### src/rtl/common_pkg.sv
// Shared pipeline types used across the core's memory-side blocks.
package common_pkg;

  typedef enum logic [1:0] {
    MSIZE_B = 2'd0,
    MSIZE_H = 2'd1,
    MSIZE_W = 2'd2
  } msize_t;

endpackage

### src/rtl/mem_dbus_ctrl_pkg.sv
// Types and constants for the memory-stage data-bus controller.
// Segment constants are used by the MEM_DBUS_KSEG_EN address mapping.
package mem_dbus_ctrl_pkg;

  typedef enum logic [1:0] {
    DB_IDLE,
    DB_REQ,
    DB_WAIT,
    DB_DONE
  } dbus_state_t;

  localparam logic [2:0] KSEG0 = 3'b100;
  localparam logic [2:0] KSEG1 = 3'b101;

endpackage

### src/rtl/mem_dbus_ctrl_addr_map.sv
// Combinational kernel-segment mapping: kseg0/kseg1 fold onto physical
// address 0, every other segment passes through. Used under MEM_DBUS_KSEG_EN.
module dbus_addr_map
  import mem_dbus_ctrl_pkg::*;
(
  input  logic [31:0] addr,
  output logic [31:0] mapped
);

  logic is_kseg;

  assign is_kseg = (addr[31:29] == KSEG0) || (addr[31:29] == KSEG1);
  assign mapped  = is_kseg ? {3'b000, addr[28:0]} : addr;

endmodule

### src/rtl/mem_dbus_ctrl.sv
// Memory-stage data-bus controller: one addr_ok/data_ok transaction per request.
// Define MEM_DBUS_KSEG_EN to fold kseg0/kseg1 addresses onto physical space.
module mem_dbus_ctrl
  import common_pkg::*;
  import mem_dbus_ctrl_pkg::*;
(
  input  logic        clk,
  input  logic        resetn,
  input  logic        m_vreq,
  input  logic [31:0] m_addr,
  input  logic [31:0] m_wdata,
  input  logic [3:0]  m_strobe,
  input  msize_t      m_size,
  input  logic        m_advance,
  output logic        mem_stall,
  output logic [31:0] mem_rdata,
  output logic        dreq_valid,
  output logic [31:0] dreq_addr,
  output msize_t      dreq_size,
  output logic [3:0]  dreq_strobe,
  output logic [31:0] dreq_data,
  input  logic        dresp_addr_ok,
  input  logic        dresp_data_ok,
  input  logic [31:0] dresp_data
);

  dbus_state_t state;
  logic [31:0] req_addr;
  logic [31:0] req_wdata;
  logic [3:0]  req_strobe;
  msize_t      req_size;

  always_ff @(posedge clk) begin
    if (!resetn) begin
      state      <= DB_IDLE;
      req_addr   <= '0;
      req_wdata  <= '0;
      req_strobe <= '0;
      req_size   <= MSIZE_B;
      mem_rdata  <= '0;
      dreq_valid <= 1'b0;
    end else begin
      case (state)
        DB_IDLE: begin
          if (m_vreq) begin
            req_addr   <= m_addr;
            req_wdata  <= m_wdata;
            req_strobe <= m_strobe;
            req_size   <= m_size;
            dreq_valid <= 1'b1;
            state      <= DB_REQ;
          end
        end
        DB_REQ: begin
          if (dresp_addr_ok) begin
            dreq_valid <= 1'b0;
            if (dresp_data_ok) begin
              mem_rdata <= dresp_data;
              state     <= DB_DONE;
            end else begin
              state <= DB_WAIT;
            end
          end
        end
        DB_WAIT: begin
          if (dresp_data_ok) begin
            mem_rdata <= dresp_data;
            state     <= DB_DONE;
          end
        end
        DB_DONE: begin
          // Holding here until M advances keeps a back-end stall from replaying a store.
          if (m_advance) begin
            state <= DB_IDLE;
          end
        end
        default: begin
          state      <= DB_IDLE;
          dreq_valid <= 1'b0;
        end
      endcase
    end
  end

  assign mem_stall = ((state == DB_IDLE) && m_vreq) || (state == DB_REQ) || (state == DB_WAIT);

  assign dreq_data   = req_wdata;
  assign dreq_strobe = req_strobe;
  assign dreq_size   = req_size;

`ifdef MEM_DBUS_KSEG_EN
  dbus_addr_map u_addr_map (
    .addr   (req_addr),
    .mapped (dreq_addr)
  );
`else
  assign dreq_addr = req_addr;
`endif

  // A response with nothing outstanding means the bus has lost track of the protocol.
  property p_no_stray_data_ok;
    @(posedge clk) disable iff (!resetn)
      !(dresp_data_ok && ((state == DB_IDLE) || (state == DB_DONE)));
  endproperty
  assert property (p_no_stray_data_ok);

endmodule

### config.mk
export PLATFORM = sky130hd
export DESIGN_NAME = mem_dbus_ctrl
export DESIGN_NICKNAME = d
export VERILOG_FILES = /design/src/rtl/common_pkg.sv /design/src/rtl/mem_dbus_ctrl_pkg.sv /design/src/rtl/mem_dbus_ctrl_addr_map.sv /design/src/rtl/mem_dbus_ctrl.sv
export SDC_FILE = /design/constraint.sdc
export NUM_CORES = 1
export LEC_CHECK = 0
export CAP_MARGIN = 40
export CORE_ASPECT_RATIO = 2
export CORE_MARGIN = 8
export CORE_UTILIZATION = 42
export CTS_BUF_LIST = sky130_fd_sc_hd__clkbuf_4 sky130_fd_sc_hd__clkbuf_8
export DETAILED_ROUTE_END_ITERATION = 10
export PLACE_DENSITY_LB_ADDON = 0.15
export SLEW_MARGIN = 40
export SYNTH_ARGS = -nofsm -noshare
export SYNTH_HDL_FRONTEND = slang
export SYNTH_HIERARCHICAL = 1
export SYNTH_SLANG_ARGS = --single-unit
### constraint.sdc
create_clock -name clk -period 4.73 [get_ports clk]
set_input_delay 0.7095 -clock clk [delete_from_list [all_inputs] [get_ports clk]]
set_output_delay 0.7095 -clock clk [all_outputs]
set_load 0.02 [all_outputs]
# After elaboration in Yosys (flattened, before gate mapping)
# Cells that the tools add are included.
# Widths: inputs -> output; s select.
[totals]
output_inout_bits = 104
register_bits = 105
n_memories = 0
mem_bits_ro = 0
wordCells = 36
inputBits = 108
latch_bits = 0
ram_bits = 0
[classes]
n_eq_ne = 7
n_lt_le_gt_ge = 0
n_shift = 0
n_bitwise = 0
reduce_logical = 10
div_mod_pow = 0
n_addsub = 0
muxes = 12
multipliers = 0
[op_table]
columns = ["op", "n"]
rows = [
  ["$mux 32", 2],
  ["$pmux 32 s2", 1],
  ["$mux 2", 4],
  ["$ne 2x2->1 const B", 4],
  ["$pmux 2 s4", 1],
  ["$eq 2x2->1 const B", 2],
  ["$reduce_and 2->1", 2],
  ["$reduce_and 4->1", 1],
  ["$reduce_bool 2->1", 2],
  ["$mux 1", 3],
  ["$reduce_and 3->1", 1],
  ["$eq 2x1->1 const B", 1],
  ["$logic_not 2->1", 1],
  ["$logic_or 1x1->1", 2],
  ["$pmux 1 s2", 1],
  ["$logic_and 1x1->1", 1],
]

# Depth between registers and ports, before layout
[logic_depth]
depth_word = 4
ltp_mapped = 8
mapped_depth_nobuf = 6

# Worst setup path before layout
# OpenSTA, ideal clock, no wires.
[synth_path]
path_kind = "register to output"
from = "register state[0]"
to = "output mem_stall"
t_arrival_ns = 1.375
t_required_ns = 4.021
path_stages_with_launch = 6
n_path_buf = 1
slack_ns = 2.645
path_cell_list = "dfxtp_1 > inv_1 > ha_1 > and2_1 > buf_2 > or3_1"
[synth_between]
elab_chain_cells = 4
elab_cells_between_ends = 6
cone_classes = "eq/ne (2); reduce/logical (4)"
[synth_rtl]
columns = ["item", "line_no", "text"]
rows = [
  ["from (decl)", "mem_dbus_ctrl.sv:27", "dbus_state_t state;"],
  ["from (signal assigned)", "mem_dbus_ctrl.sv:35", "state <= DB_IDLE;"],
  ["from (signal assigned)", "mem_dbus_ctrl.sv:51", "state <= DB_REQ;"],
  ["from (signal assigned)", "mem_dbus_ctrl.sv:59", "state <= DB_DONE;"],
  ["$logic_not 2->1", "mem_dbus_ctrl.sv:85", "assign mem_stall = ((state == DB_IDLE) && m_vreq) || (state == DB_REQ) || (state == DB_WAIT);"],
  ["$logic_and 1x1->1", "mem_dbus_ctrl.sv:85", ""],
  ["$logic_or 1x1->1", "mem_dbus_ctrl.sv:85", ""],
  ["$logic_or 1x1->1 *", "mem_dbus_ctrl.sv:85", ""],
  ["to (decl)", "mem_dbus_ctrl.sv:15", "output logic mem_stall,"],
]
# Every way passes the cells marked *; elsewhere a longest branch is shown, timed or not.

# Worst setup path after layout
# Same ends and word-level chain as after synthesis.

==> impl_metrics.yaml <==
outcome:
  outcome: "completed"
pwr:
  peakVddDrop_mv: 0.357
  power.density_nw_per_um2: 464
  power_uw: 2810
  power_leakage_uw: 0.00221
hold_path:
  hold_depth: 2
  min_to: "mem_rdata[2]$_SDFFE_PN0P_"
  worstHoldStart: "mem_rdata[2]$_SDFFE_PN0P_"
  min_path_type: "reg2reg"
synth:
  muxShareOfSynthArea: 0.00570
  synthAdderAreaFrac: 0.0168
  syn_area_sq_um: 3730
  synth-seq-area-share: 0.564
  synth_area_leaders: "dfxtp_1, nand2_1, a21oi_1"
  ys_seq_elements: 105
  syn_avg_cell_area_sq_um: 7.88
  synth_compound_area_frac: 0.146
  ys_types: 19
  post-synth-top-area-cell: "dfxtp_1"
  yosys_warnings: 6
  synth_top_area_frac: 0.564
  synthCells: 473
  synth_xor_area_frac: 0
  synth_top_family_by_area: "simple AND/OR/NAND/NOR gates"
  syn-num-nets: 586
  synth-simple-area-share: 0.228
clocking:
  root_buffer: "clkbuf_8"
  cts_resized: 0
  postCtsSetupRepairBufs: 0
  clk_latency_ns: 0.36
  cts.path.max_buffers: 2
  cts_num_sinks: 105
  h-tree-depth: 3
  clk_pin_slew_ns: 0.09
  numCtsBuffers: 9
  hold_buffers: 0
  cts_tree: "built"
route:
  wl_met3_mm: 1.31
  drt-pass1-iter-count: 4
  m1WireLength_mm: 4.29
  wl_per_cell_um: 15.9
  viasPerCell: 4.88
  wl_mm: 12.2
  vias: 3746
  drc: 0
  routed-wl-met2_mm: 6.16
  drt_iter0_drc: 154
  topRoutingLayerUsed: "met4"
  ant_nets: 0
placement:
  hpwl_mm: 9.17
  dpl.cell_count: 754
  port_buffers: 211
  place_congestion: 0.770
timing:
  fin_skew_ns: 0.00885
  finalSetupViolCount: 0
  slew-limit-headroom: 0.533
  tightest_slew_ns: 0.700
  final.setup.tns_ns: 0
  fmax_mhz: 339
  post-route-period-util: 0.623
  rsz0062_at_grt: "no"
  finalMaxSlewViolations: 0
  hold_viol_final: 0
  period_needed_ns: 2.95
critical_path:
  cp_slowest_cell: "clkdlybuf4s50_1"
  cp-start-kind: "flop"
  r2r-start: "state[0]$_SDFFE_PN0P_"
  crit_path_end_kind: "output pin"
  worstPathRequired_ns: 4.02
  r2r_end: "dreq_data[17]$_SDFFE_PN0P_"
  ff2ff_path_depth: 6
  cp_top_family: "buffers and inverters"
  arrival_ns: 2.24
  path_buf_inv: 2
  crit_chain: "inv_1 -> ha_1 -> and2_2 -> or3_1 -> clkdlybuf4s50_1"
  critPathMaxFanout: 5
  worstSetupPathType: "reg2out"
  critPathMaxStageDelay_ns: 0.56
  reg2reg_setup_slack_ns: 2.63
final_layout:
  multi_input_area_sq_um: 1480
  stdcell_count: 768
  fillerInstances: 731
  layout.nets: 778
  drive_gt1_frac: 0.0359
  diodes: 0
  layout_commonest_cell: "clkdlybuf4s50_1"
  area_growth_pct: 62.7
  seq_area_sq_um: 2100
  final_cell_mix: "clkdlybuf4s50_1, nand2_1, dfxtp_1"
floorplanning:
  initial_core_util: 0.431
  dieArea_sq_um: 12300
  row_count: 48
  core_sq_um: 8650
  die_y_um: 149
  ios: 212
  die_w_um: 82.6
grt:
  grt_overflow: 0
  grt_util_all_layers: 0.193
  grt_max_degree: 71
  antenna_found_initial: 0
  grt_pass1_vias: 3629
  grt_pass1_wl_mm: 18.3
flow_run:
  max_cap_violations: 0
-- how the worst max path moves through the flow --
stage                                startpoint        end  slack (ns)  cells past startpoint
after detailed placement                 m_vreq  mem_stall        1.80                      4
after global routing      state[0]$_SDFFE_PN0P_  mem_stall        1.67                      5
after CTS                 state[0]$_SDFFE_PN0P_  mem_stall        1.77                      5
after floorplan           state[0]$_SDFFE_PN0P_  mem_stall        2.65                      5
after global placement                   m_vreq  mem_stall        1.80                      4
final                     state[0]$_SDFFE_PN0P_  mem_stall        1.78                      5
-- synthesized netlist by cell type --
library cell,n
a211oi_1,1
a21oi_1,104
and2_1,2
buf_1,4
buf_2,12
clkbuf_1,17
clkinv_1,1
dfxtp_1,105
ha_1,5
inv_1,2
mux2_1,1
mux2i_1,1
nand2_1,207
nor2_1,3
nor2b_1,4
nor3_1,1
o32ai_2,1
or3_1,1
or4_4,1
-- through the flow --
stage	area, sq um	utilization	hold slack (ns)	setup slack (ns)
6_report	6060	0.701	0.456	1.78
5_1_grt	6060	0.701	0.475	1.67
3_5_place_dp	5860	0.677	0.446	1.80
4_1_cts	6060	0.701	0.459	1.77
2_1_floorplan	3730	-	0.517	2.65
3_3_place_gp	5850	0.677	0.441	1.80
-- kinds of logic (layout without fill, tap and decap cells) --
kind of cell / count (synthesis) / in the layout
adder cells (fa/ha/maj): 5 / 5
buffers and inverters: 36 / 231
multiplexers: 2 / 2
AND/OR/NAND/NOR: 219 / 219
flip-flops: 105 / 105
AO/OA/AOI/OAI: 106 / 106
-- cell type report --
type | count | area share
well taps | 100 | 0.0206
clock inverters | 3 | 0.0111
multi-input cells | 332 | 0.245
repair buffers | 214 | 0.352
clock buffers | 11 | 0.0229
inverters | 3 | 0.00206
flip-flops and latches | 105 | 0.347
-- flip-flops by register name (all words and copies together) (netlist names) --
| name | flops |
|---|---|
| dreq_valid | 1 |
| mem_rdata | 32 |
| dreq_addr | 32 |
| state | 2 |
| dreq_size | 2 |
| dreq_strobe | 4 |
| dreq_data | 32 |
-- report_power, final --
part	leakage, uW	internal, uW	total, uW	switching, uW
Combinational	0.00125	486	1110	623
Clock	0.000102	305	587	282
Sequential	0.000859	1040	1120	78.6
-- tightest hold or removal path, stage by stage (launching register included) --
cell and delay (ns):
dfxtp_1 0.32, nand2_1 0.05, a21oi_1 0.05
-- layer usage --
layer,GRT usage,vias to the layer above
li1,-,1893
met1,0.198,1661
met2,0.324,162
met3,0.0737,30
met4,0.0991,0
met5,0,-
Note: power is estimated with default switching activity, not from simulation.
